--- config.mk ---
export PLATFORM = sky130hd
export DESIGN_NAME = data_mem_ctrl
export DESIGN_NICKNAME = d
export VERILOG_FILES = /design/src/rtl/riscv_pkg.sv /design/src/rtl/lsu_format.sv /design/src/rtl/data_mem_ctrl.sv
export SDC_FILE = /design/constraint.sdc
export NUM_CORES = 1
export LEC_CHECK = 0
export ABC_AREA = 0
export BUFFER_PORTS_ARGS = -buffer_cell sky130_fd_sc_hd__buf_2
export CORE_MARGIN = 4
export CORE_UTILIZATION = 39
export DETAILED_ROUTE_END_ITERATION = 8
export PLACE_DENSITY = 0.84
export SYNTH_ARGS = -nofsm -noshare
export SYNTH_HDL_FRONTEND = slang
export SYNTH_HIERARCHICAL = 1
export SYNTH_SLANG_ARGS = --single-unit
--- constraint.sdc ---
create_clock -name clk_i -period 2.47 [get_ports clk_i]
set_clock_uncertainty 0.15 [all_clocks]
set_input_delay 0.247 -clock clk_i [delete_from_list [all_inputs] [get_ports clk_i]]
set_output_delay 0.247 -clock clk_i [all_outputs]
set_load 0.03 [all_outputs]
--- src/rtl/riscv_pkg.sv ---
// Shared load/store encodings and memory-FSM state type for the riscv core slice.
// Helpers here normalise funct3 sizes and detect misaligned accesses.
package riscv_pkg;

  typedef enum logic [2:0] {
    LDST_B  = 3'b000,
    LDST_H  = 3'b001,
    LDST_W  = 3'b010,
    LDST_BU = 3'b100,
    LDST_HU = 3'b101
  } ldst_size_t;

  typedef enum logic [1:0] {
    IDLE = 2'd0,
    WAIT = 2'd1,
    DONE = 2'd2
  } mem_state_t;

  // Reserved funct3 codes (011, 110, 111) behave as a full word access.
  function automatic ldst_size_t decode_size(input logic [2:0] funct3);
    case (funct3)
      3'b000:  return LDST_B;
      3'b001:  return LDST_H;
      3'b100:  return LDST_BU;
      3'b101:  return LDST_HU;
      default: return LDST_W;
    endcase
  endfunction

  function automatic logic is_misaligned(input ldst_size_t size, input logic [1:0] off);
    case (size)
      LDST_H, LDST_HU: return off[0];
      LDST_W:          return off != 2'b00;
      default:         return 1'b0;
    endcase
  endfunction

endpackage

--- src/rtl/lsu_format.sv ---
// Combinational lane logic: store-data replication and byte enables, load align/extend.
// Store and load sides are independent so the fetch path can reuse either half.
module lsu_format
  import riscv_pkg::*;
(
  input  ldst_size_t  st_size,
  input  logic [1:0]  st_off,
  input  logic        st_we,
  input  logic [31:0] st_data,
  output logic [31:0] st_wd,
  output logic [3:0]  st_be,
  input  ldst_size_t  ld_size,
  input  logic [1:0]  ld_off,
  input  logic [31:0] ld_word,
  output logic [31:0] ld_data
);

  logic [31:0] lane;

  // NOTE: every output of a combinational block gets a default first so no path can infer a latch.
  always_comb begin
    st_wd = st_data;
    st_be = 4'b1111;
    case (st_size)
      LDST_B, LDST_BU: begin
        st_wd = {4{st_data[7:0]}};
        st_be = 4'b0001 << st_off;
      end
      LDST_H, LDST_HU: begin
        st_wd = {2{st_data[15:0]}};
        st_be = 4'b0011 << st_off;
      end
      default: ;
    endcase
    // Loads always fetch the whole word; only stores are byte-masked.
    if (!st_we) st_be = 4'b1111;
  end

  always_comb begin
    lane    = ld_word >> {ld_off, 3'b000};
    ld_data = lane;
    case (ld_size)
      LDST_B:  ld_data = {{24{lane[7]}}, lane[7:0]};
      LDST_BU: ld_data = {24'd0, lane[7:0]};
      LDST_H:  ld_data = {{16{lane[15]}}, lane[15:0]};
      LDST_HU: ld_data = {16'd0, lane[15:0]};
      default: ;
    endcase
  end

endmodule

--- src/rtl/data_mem_ctrl.sv ---
// Load/store controller: issues one word-aligned memory access per core request,
// stalls the core for LATENCY cycles and formats the returned load data.
module data_mem_ctrl
  import riscv_pkg::*;
#(
  parameter int unsigned LATENCY      = 1,
  parameter int unsigned WRITE_POSTED = 0
) (
  input  logic        clk_i,
  input  logic        rst_i,
  input  logic        core_req_i,
  input  logic        core_we_i,
  input  logic [2:0]  core_size_i,
  input  logic [31:0] core_addr_i,
  input  logic [31:0] core_wd_i,
  output logic [31:0] core_rd_o,
  output logic        core_stall_o,
  output logic        misaligned_o,
  output logic        mem_req_o,
  output logic        mem_we_o,
  output logic [3:0]  mem_be_o,
  output logic [31:0] mem_addr_o,
  output logic [31:0] mem_wd_o,
  input  logic [31:0] mem_rd_i
);

  localparam int CNT_W = $clog2(LATENCY + 1);

  mem_state_t       state;
  logic [CNT_W-1:0] cnt;
  logic [1:0]       off_q;
  ldst_size_t       size_q;

  ldst_size_t  size_n;
  logic        mis;
  logic        idle_req;
  logic        accept;
  logic        posted;
  logic        start;
  logic [31:0] fmt_wd;
  logic [3:0]  fmt_be;
  logic [31:0] fmt_rd;

  assign size_n   = decode_size(core_size_i);
  assign mis      = is_misaligned(size_n, core_addr_i[1:0]);
  assign idle_req = (state == IDLE) && core_req_i && !rst_i;
  assign accept   = idle_req && !mis;
  assign posted   = core_we_i && (WRITE_POSTED != 0);
  assign start    = accept && !posted;

  lsu_format u_fmt (
    .st_size (size_n),
    .st_off  (core_addr_i[1:0]),
    .st_we   (core_we_i),
    .st_data (core_wd_i),
    .st_wd   (fmt_wd),
    .st_be   (fmt_be),
    .ld_size (size_q),
    .ld_off  (off_q),
    .ld_word (mem_rd_i),
    .ld_data (fmt_rd)
  );

  // Memory-side outputs are zero unless a request is actually being issued.
  assign misaligned_o = idle_req && mis;
  assign mem_req_o    = accept;
  assign mem_we_o     = accept && core_we_i;
  assign mem_be_o     = accept ? fmt_be : 4'b0000;
  assign mem_addr_o   = accept ? {core_addr_i[31:2], 2'b00} : 32'd0;
  assign mem_wd_o     = (accept && core_we_i) ? fmt_wd : 32'd0;

  // Gated by rst_i so reset drops the stall asynchronously, even mid-WAIT.
  assign core_stall_o = !rst_i && (start || (state == WAIT));
  assign core_rd_o    = (state == DONE) ? fmt_rd : 32'd0;

  // NOTE: sequential state uses non-blocking assignments so every register samples pre-edge values.
  always_ff @(posedge clk_i or posedge rst_i) begin
    if (rst_i) begin
      state  <= IDLE;
      cnt    <= '0;
      off_q  <= 2'b00;
      size_q <= LDST_B;
    end else begin
      case (state)
        IDLE: begin
          if (start) begin
            off_q  <= core_addr_i[1:0];
            size_q <= size_n;
            cnt    <= CNT_W'(LATENCY - 1);
            state  <= (LATENCY > 1) ? WAIT : DONE;
          end
        end
        WAIT: begin
          cnt <= cnt - 1'b1;
          if (cnt == CNT_W'(1)) state <= DONE;
        end
        DONE:    state <= IDLE;
        default: state <= IDLE;
      endcase
    end
  end

endmodule

==> results of run 1 <==
## layout make-up
class / instances / area [um2]
multi-input cells: 264 / 1870
fillers: 525 / 2270
flip-flops and latches: 6 / 150
clock buffers: 3 / 41.3
well taps: 72 / 90.1
inverters: 5 / 18.8
repair buffers: 217 / 1140
## worst register-to-register path: stages (launching register included)
cell     delay [ns]
dfrtp_1        0.40
buf_4          0.23
or3b_2         0.50
nor2_1         0.17
a31o_2         0.18
## logic make-up after synthesis
group	Yosys count	share of synthesized area (%)
mux	45	21.7
other cells	1	0.165
simple gates	148	39.9
xor+xnor	1	0.387
buf+inv	44	11.2
flops	6	6.63
compound gates	68	20.0
## cell usage in the layout (no fill, tap or decap), types with 2 or more instances in the layout
cell type / instances
nand2_1: 12
buf_2: 204
a31oi_1: 4
dfrtp_1: 6
and3_1: 34
o22ai_1: 8
and2b_1: 2
nor2b_1: 10
a211oi_1: 7
o21ai_0: 12
nor2_1: 6
or2_2: 9
buf_4: 10
conb_1: 2
and2_1: 67
nor2_2: 2
mux2_4: 4
clkbuf_8: 3
o2bb2ai_1: 8
mux2i_1: 24
a21oi_1: 24
mux2_2: 17
inv_1: 5
a31o_2: 2
## per-layer routing
layer | GRT usage, % | vias to the layer above | wire [um] | part of all wire (%)
met4 | 3.65 | 0 | 93 | 1.1
met2 | 43.0 | 148 | 4600 | 53
met3 | 5.30 | 8 | 835 | 9.5
li1 | - | 1453 | - | -
met1 | 25.5 | 1283 | 3220 | 37
met5 | 0 | - | 0 | 0
## power by group
part	switching, mW	internal, mW	leakage (nW)
clock network	0.0434	0.105	0.0216
registers	0.0251	0.115	0.0767
logic	0.535	0.408	1.89
total	0.603	0.628	1.99
## sequential cells by signal (all words and copies together) (netlist names)
signal / cells
size_q: 3
off_q: 2
state: 1
## path summary, 6_finish.rpt
| path | startpoint | to | slack, ns | depth (start not counted) |
|---|---|---|---|---|
| max in group asynchronous | rst_i | off_q[1]$_DFFE_PP0P_ | 1.61 | 3 |
| min | core_addr_i[0] | off_q[0]$_DFFE_PP0P_ | 0.24 | 3 |
| min reg2reg | size_q[2]$_DFFE_PP0P_ | size_q[2]$_DFFE_PP0P_ | 0.46 | 1 |
| max | off_q[1]$_DFFE_PP0P_ | core_rd_o[14] | 0.12 | 6 |
| max reg2reg | state[1]$_DFFE_PP0P_ | size_q[1]$_DFFE_PP0P_ | 0.78 | 4 |
| min in group asynchronous | rst_i | state[1]$_DFFE_PP0P_ | 0.37 | 3 |
## timing repair
action,in CTS,in global routing
gates resized for setup,0,3
hold buffers,1,0
setup buffers,0,2
endpoints found under the hold margin,6,0
endpoints found under the setup margin,0,43
==> out/metrics.yaml, run 1 <==
clock_network:
  clk_pin_slew_ns: 0.04
  ctsLongestPathBuffers: 2
  clock_latency_ns: 0.22
  cts_tree: "yes"
  clockRootBuffer: "clkbuf_8"
  cts.sinks: 6
  cts_made_buffers: 3
  h-tree-depth: 1
run_status:
  status: "finished clean"
global_route:
  grt_pass1_vias: 2718
  grt_max_degree: 68
  grt_usage_pct: 22.5
  grt_antenna_before_repair: 0
  grt_pass1_wl_mm: 13.4
  gr-total-overflow: 0
sta:
  slew_headroom_pct: 64.6
  hold_viol_final: 0
  period_share_pct: 95.3
  worst_slack_ns: 0.116
  tightest_slew_ns: 0.529
  finalCriticalPeriod_ns: 2.35
  drv_slew: 0
  finalSetupTns_ns: 0
  rsz0062_at_grt: "yes"
  hold_slack_ns: 0.236
  setup_viol: 0
  clock.fmax_ghz: 0.425
synth:
  ys_async_sr_fraction_pct: 100
  yosys-top-cells-area: "and2_1 (18%), mux2i_1 (11%), and3_1 (9.7%)"
  synth_edf_count: 0
  yosysMostFrequentCell: "and2_1"
  synth_warnings: 6
  avgSynthCellArea_um2: 7.24
  netlist_area_um2: 2270
  synthTopCellsByCount: "and2_1 (67), and3_1 (35), a21oi_1 (24), mux2i_1 (24), mux2_2 (17)"
  synth_cells: 313
  synth_largest_area_cell: "and2_1"
  synth_top_area_share_pct: 18.5
  synth_ff_type: "dfrtp_1"
  ys_types: 35
  ys_seq_area_share_pct: 6.63
  ys_ff_latch: 6
setup_path:
  crit_fanout: 6
  cp-end-kind: "primary output"
  crit_family: "flip-flops"
  crit_type: "reg2out"
  cp_cell_sequence: "mux2_4 > a221oi_4 > buf_4 > a21oi_1 > and2_1 > buf_2"
  slowest_delay_ns: 0.50
  required_ns: 2.07
  critPathBufInv: 2
  crit_slowest_cell: "dfrtp_1"
  arrival_ns: 1.96
  cp-start-kind: "flop"
layout:
  synthToLayoutAreaGrowth_pct: 45.9
  final_nets: 600
  stdcell_count: 567
  n_antenna_cell: 0
  layout-drive-gt1-share_pct: 52.5
  utilization_pct: 59.3
  fin_area_um2: 3310
placed_design:
  hpwlAfterDp_mm: 7.11
  place_area_um2: 3230
  post-place-ws_ns: 0.297
  place.port_buffers: 204
  dp_cells: 561
  place_congestion: 0.887
power:
  peakVddDrop_v: 0.000199
  power_density_nw_per_um2: 372
  p_leak_nw: 1.99
  total_power_mw: 1.23
routing:
  drtAntennaViolNets: 0
  wl_per_cell_um: 15.4
  drt-initial-drc-count: 154
  vias: 2892
  drc: 0
  first_pass_iters: 4
  viasPerCell: 5.10
  finalWirelength_mm: 8.75
die:
  fp.dieW_um: 84.2
  rows: 27
  io_pins: 207
  core_um2: 5570
  dieHeight_um: 84.2
  start_util_pct: 40.7
  dieArea_um2: 7090
run:
  cap_viol_max_count: 0
min_path:
  hp-class: "in2reg"
No activity file was read; power rests on OpenSTA's default activity.
==> run 2, diff against run 1 <==
- CORE_UTILIZATION: 39 -> 42
- PLACE_DENSITY: 0.84 -> 0.89
- clock period: 2.47 -> 2.95 ns (I/O delays scaled with it)
==> run 2 against run 1 <==
Compared with the run above: via count is 0.59% lower; cell area down 1.7%; final cell count is 1.2% lower; largest cell class unchanged; register-to-register slack gained 0.50 ns.
==> out/metrics.yaml, run 2 (synthesized netlist as in run 1, its figures left out) <==
setup_path:
  arrival_ns: 2.35
  rrSetupSlack_ns: 1.28
  crit_slowest_cell: "dlygate4sd3_1"
  required_ns: 2.51
  cp-end-kind: "primary output"
  slowest_delay_ns: 0.54
  crit_fanout: 68
  cp_cell_sequence: "dlygate4sd3_1 > buf_2 > nor3b_4 > and3_1 > buf_6 > and3_1 > buf_2"
  cp-start-kind: "primary input"
  crit_type: "in2out"
clock_network:
  cts_tree: "yes"
  postCtsSetupBuffers: 0
  clock_latency_ns: 0.23
  clk_pin_slew_ns: 0.04
  clockRootBuffer: "clkbuf_8"
  cts_made_buffers: 3
  h-tree-depth: 1
  ctsLongestPathBuffers: 2
  cts.sinks: 6
min_path:
  hp-class: "in2reg"
die:
  start_util_pct: 43.8
  rows: 26
  fp.dieW_um: 81.5
  dieHeight_um: 81.5
  io_pins: 207
  core_um2: 5170
  dieArea_um2: 6630
run_status:
  status: "finished clean"
global_route:
  gr-total-overflow: 0
  grt_max_degree: 69
  grt_pass1_vias: 2741
  grt_antenna_before_repair: 0
  grt_pass1_wl_mm: 12.6
  grt_usage_pct: 23.2
routing:
  wl_per_cell_um: 14.8
  vias: 2875
  finalWirelength_mm: 8.28
  drt-initial-drc-count: 180
  drc: 0
  first_pass_iters: 4
  viasPerCell: 5.13
  drtAntennaViolNets: 0
sta:
  finalSetupTns_ns: 0
  setup_viol: 0
  rsz0062_at_grt: "no"
  hold_viol_final: 0
  clock.fmax_ghz: 0.358
  period_share_pct: 94.8
  drv_slew: 0
  finalCriticalPeriod_ns: 2.80
placed_design:
  place.port_buffers: 204
  dp_cells: 556
  hpwlAfterDp_mm: 6.71
  place_congestion: 0.846
layout:
  final_nets: 595
  final_common_cell: "buf_2"
  largestRegisters: "size_q: 3 flops, off_q: 2 flops, state: 1 flops"
  layout-drive-gt1-share_pct: 51.6
  largest-register: "size_q"
  synthToLayoutAreaGrowth_pct: 43.5
  n_antenna_cell: 0
  largest_reg_flops: 3
  final_cell_mix: "buf_2 (204), and2_1 (67), and3_1 (35), a21oi_1 (24), mux2i_1 (24)"
  stdcell_count: 560
run:
  cap_viol_max_count: 0
power:
  peakVddDrop_v: 0.000199
  power_density_nw_per_um2: 312
  p_leak_nw: 1.96
[run 2: cell count changes in the layout (fill, tap and decap cells not counted), sizes merged]
| cell | change |
|---|---|
| buf | -5 |
[run 2: final cells by class]
cell class | instances | area, um2
repair buffers | 212 | 1090
flip-flops and latches | 6 | 150
multi-input cells | 264 | 1870
well taps | 70 | 87.6
clock buffers | 3 | 41.3
fillers | 438 | 1920
inverters | 5 | 18.8
[run 2: power breakdown]
part / internal [mW] / switching [mW] / total, mW
sequential: 0.0966 / 0.0192 / 0.116
combinational: 0.320 / 0.448 / 0.768
clock: 0.0883 / 0.0421 / 0.130
total: 0.505 / 0.509 / 1.01
[run 2: final timing paths]
| check | endpoint | from | cells after the start |
|---|---|---|---|
| min in group asynchronous | state[1]$_DFFE_PP0P_ | rst_i | 3 |
| setup / recovery | mem_wd_o[24] | rst_i | 7 |
| hold reg to reg | size_q[2]$_DFFE_PP0P_ | size_q[2]$_DFFE_PP0P_ | 1 |
| setup reg to reg | state[1]$_DFFE_PP0P_ | state[1]$_DFFE_PP0P_ | 3 |
| max in group asynchronous | size_q[2]$_DFFE_PP0P_ | rst_i | 3 |
| hold / removal | size_q[1]$_DFFE_PP0P_ | core_size_i[1] | 2 |
[run 2: stage by stage]
step	power, mW	area [um2]	util [%]	hold WS [ns]	worst slack, ns
after floorplan	0.700	2270	-	-0.0640	0.977
after global placement	0.849	3200	61.8	0.0993	0.721
after detailed placement	0.875	3200	61.8	0.112	0.644
after CTS	1.01	3250	62.8	0.250	0.0812
after global routing	1.09	3250	62.8	0.276	0.0429
final	1.01	3250	62.8	0.257	0.153
[run 2: critical path, delay by kind of cell]
kind                   cells  cell delay (ns)
and+or+nand+nor            3             0.81
buffers and inverters      4             1.23
[run 2: routing by layer]
layer	part of all wire [%]	GRT usage (%)	vias up	wire length, um
met5	0	0	-	0
met4	1.3	6.25	0	104
met3	9.3	5.26	12	767
met2	51	41.7	135	4200
met1	39	27.6	1289	3200
li1	-	-	1439	-
[run 2: timing repair]
| item | CTS | global route |
|---|---|---|
| hold buffers | 1 | 0 |
| resized for setup | 0 | 1 |
| endpoints found under the hold margin | 6 | 0 |
| setup endpoints to repair | 0 | 67 |
==> run 3, diff against run 2 <==
- CELL_PAD_IN_SITES_DETAIL_PLACEMENT: default -> 0
- CELL_PAD_IN_SITES_GLOBAL_PLACEMENT: default -> 1
- CORE_UTILIZATION: 42 -> 26
- PLACE_DENSITY: 0.89 -> default
- PLACE_DENSITY_LB_ADDON: default -> 0.1
- SKIP_CTS_REPAIR_TIMING: default -> 1
==> run 3 against run 2 <==
Compared with the run above: register-to-register slack got worse by 0.35 ns; wire length increased by 8.4%; sequential cell count unchanged; critical endpoint is now mem_wd_o[27]; largest power group unchanged.
==> out/metrics.yaml, run 3 (synthesized netlist as in run 1, its figures left out) <==
clock_network:
  cts_tree: "yes"
  clockRootBuffer: "clkbuf_8"
  clock_latency_ns: 0.22
  h-tree-depth: 1
  ctsLongestPathBuffers: 2
  cts.sinks: 6
  clk_pin_slew_ns: 0.04
  cts_made_buffers: 3
global_route:
  grt_pass1_wl_mm: 13.6
  grt_max_degree: 35
  grt_usage_pct: 16.2
  grt_pass1_vias: 2789
  gr-total-overflow: 0
  grt_antenna_before_repair: 1
placed_design:
  dp_cells: 592
  post-place-ws_ns: 0.658
  place_area_um2: 3260
  place_congestion: 0.813
  hpwlAfterDp_mm: 7.37
  place.port_buffers: 204
sta:
  clock.fmax_ghz: 0.400
  tightest_slew_ns: 0.525
  worst_slack_ns: 0.450
  slew_headroom_pct: 64.9
  hold_slack_ns: 0.261
  rsz0062_at_grt: "no"
  period_share_pct: 84.7
  drv_slew: 0
  finalCriticalPeriod_ns: 2.50
  setup_viol: 0
  hold_viol_final: 0
  finalSetupTns_ns: 0
setup_path:
  crit_slowest_cell: "and3_2"
  required_ns: 2.51
  slowest_delay_ns: 0.47
  crit_family: "simple AND/OR/NAND/NOR gates"
  cp_cell_sequence: "nor3b_4 > and3_2 > buf_4 > and3_1 > buf_2"
  critPathBufInv: 2
  arrival_ns: 2.05
  crit_type: "reg2out"
  cp-start-kind: "flop"
  crit_fanout: 26
  cp-end-kind: "primary output"
layout:
  final_common_cell: "buf_2"
  n_antenna_cell: 0
  seqCellArea_um2: 150
  largest_reg_flops: 3
  stdcell_count: 596
  final_nets: 596
  largest-register: "size_q"
  largestRegisters: "size_q: 3 flops, off_q: 2 flops, state: 1 flops"
  final_cell_mix: "buf_2 (204), and2_1 (67), and3_1 (34), a21oi_1 (24), mux2i_1 (24)"
  fin_area_um2: 3310
  fill_cells: 949
  layout-drive-gt1-share_pct: 51.9
  synthToLayoutAreaGrowth_pct: 46.2
  utilization_pct: 39.7
  multi_input_area_um2: 1870
min_path:
  hp-class: "in2reg"
power:
  peakVddDrop_v: 0.000128
  total_power_mw: 1.00
  p_leak_nw: 1.97
  power_density_nw_per_um2: 303
routing:
  first_pass_iters: 4
  wl_per_cell_um: 15.1
  finalWirelength_mm: 8.97
  vias: 2856
  drc: 0
  drt-initial-drc-count: 108
  viasPerCell: 4.79
  drtAntennaViolNets: 0
die:
  dieArea_um2: 10300
  io_pins: 207
  dieHeight_um: 101
  fp.dieW_um: 101
  start_util_pct: 27.2
  core_um2: 8340
  rows: 33
run_status:
  status: "finished clean"
run:
  cap_viol_max_count: 0
run 3: cell count changes in the layout (fill, tap and decap cells not counted), sizes merged:
| cell | delta |
|---|---|
| buf | +1 |
run 3: worst paths after layout:
| check | startpoint | endpoint | slack (ns) | depth (start not counted) |
|---|---|---|---|---|
| max | state[1]$_DFFE_PP0P_ | mem_wd_o[27] | 0.45 | 5 |
| min | core_addr_i[0] | off_q[0]$_DFFE_PP0P_ | 0.26 | 3 |
| max reg2reg | state[1]$_DFFE_PP0P_ | size_q[0]$_DFFE_PP0P_ | 0.93 | 4 |
| min reg2reg | size_q[2]$_DFFE_PP0P_ | size_q[2]$_DFFE_PP0P_ | 0.43 | 1 |
| max in group asynchronous | rst_i | size_q[2]$_DFFE_PP0P_ | 2.04 | 3 |
| min in group asynchronous | rst_i | off_q[1]$_DFFE_PP0P_ | 0.42 | 3 |
run 3: power breakdown:
| group | leakage (nW) | total (mW) | switching (mW) | internal [mW] |
|---|---|---|---|---|
| Sequential | 0.0767 | 0.116 | 0.0188 | 0.0967 |
| Combinational | 1.87 | 0.766 | 0.442 | 0.324 |
| Clock | 0.0216 | 0.123 | 0.0356 | 0.0877 |
| Total | 1.97 | 1.00 | 0.497 | 0.508 |
run 3: tightest hold or removal path: stages:
cell,delay [ns]
buf_2,0.15
inv_1,0.08
a31oi_1,0.07
run 3: per-layer routing:
layer  wire length [um]  GRT usage, %
met1               3540          19.3
met2               4290          28.6
met3                918          3.58
met4                223          5.52
met5                  7             0
run 3: area by class of cell:
cell class,count,share of cell area (%)
multi-input combinational,264,56.4
timing repair buffer,213,33.3
sequential,6,4.53
tap,105,3.97
clock buffer,3,1.25
inverter,5,0.567
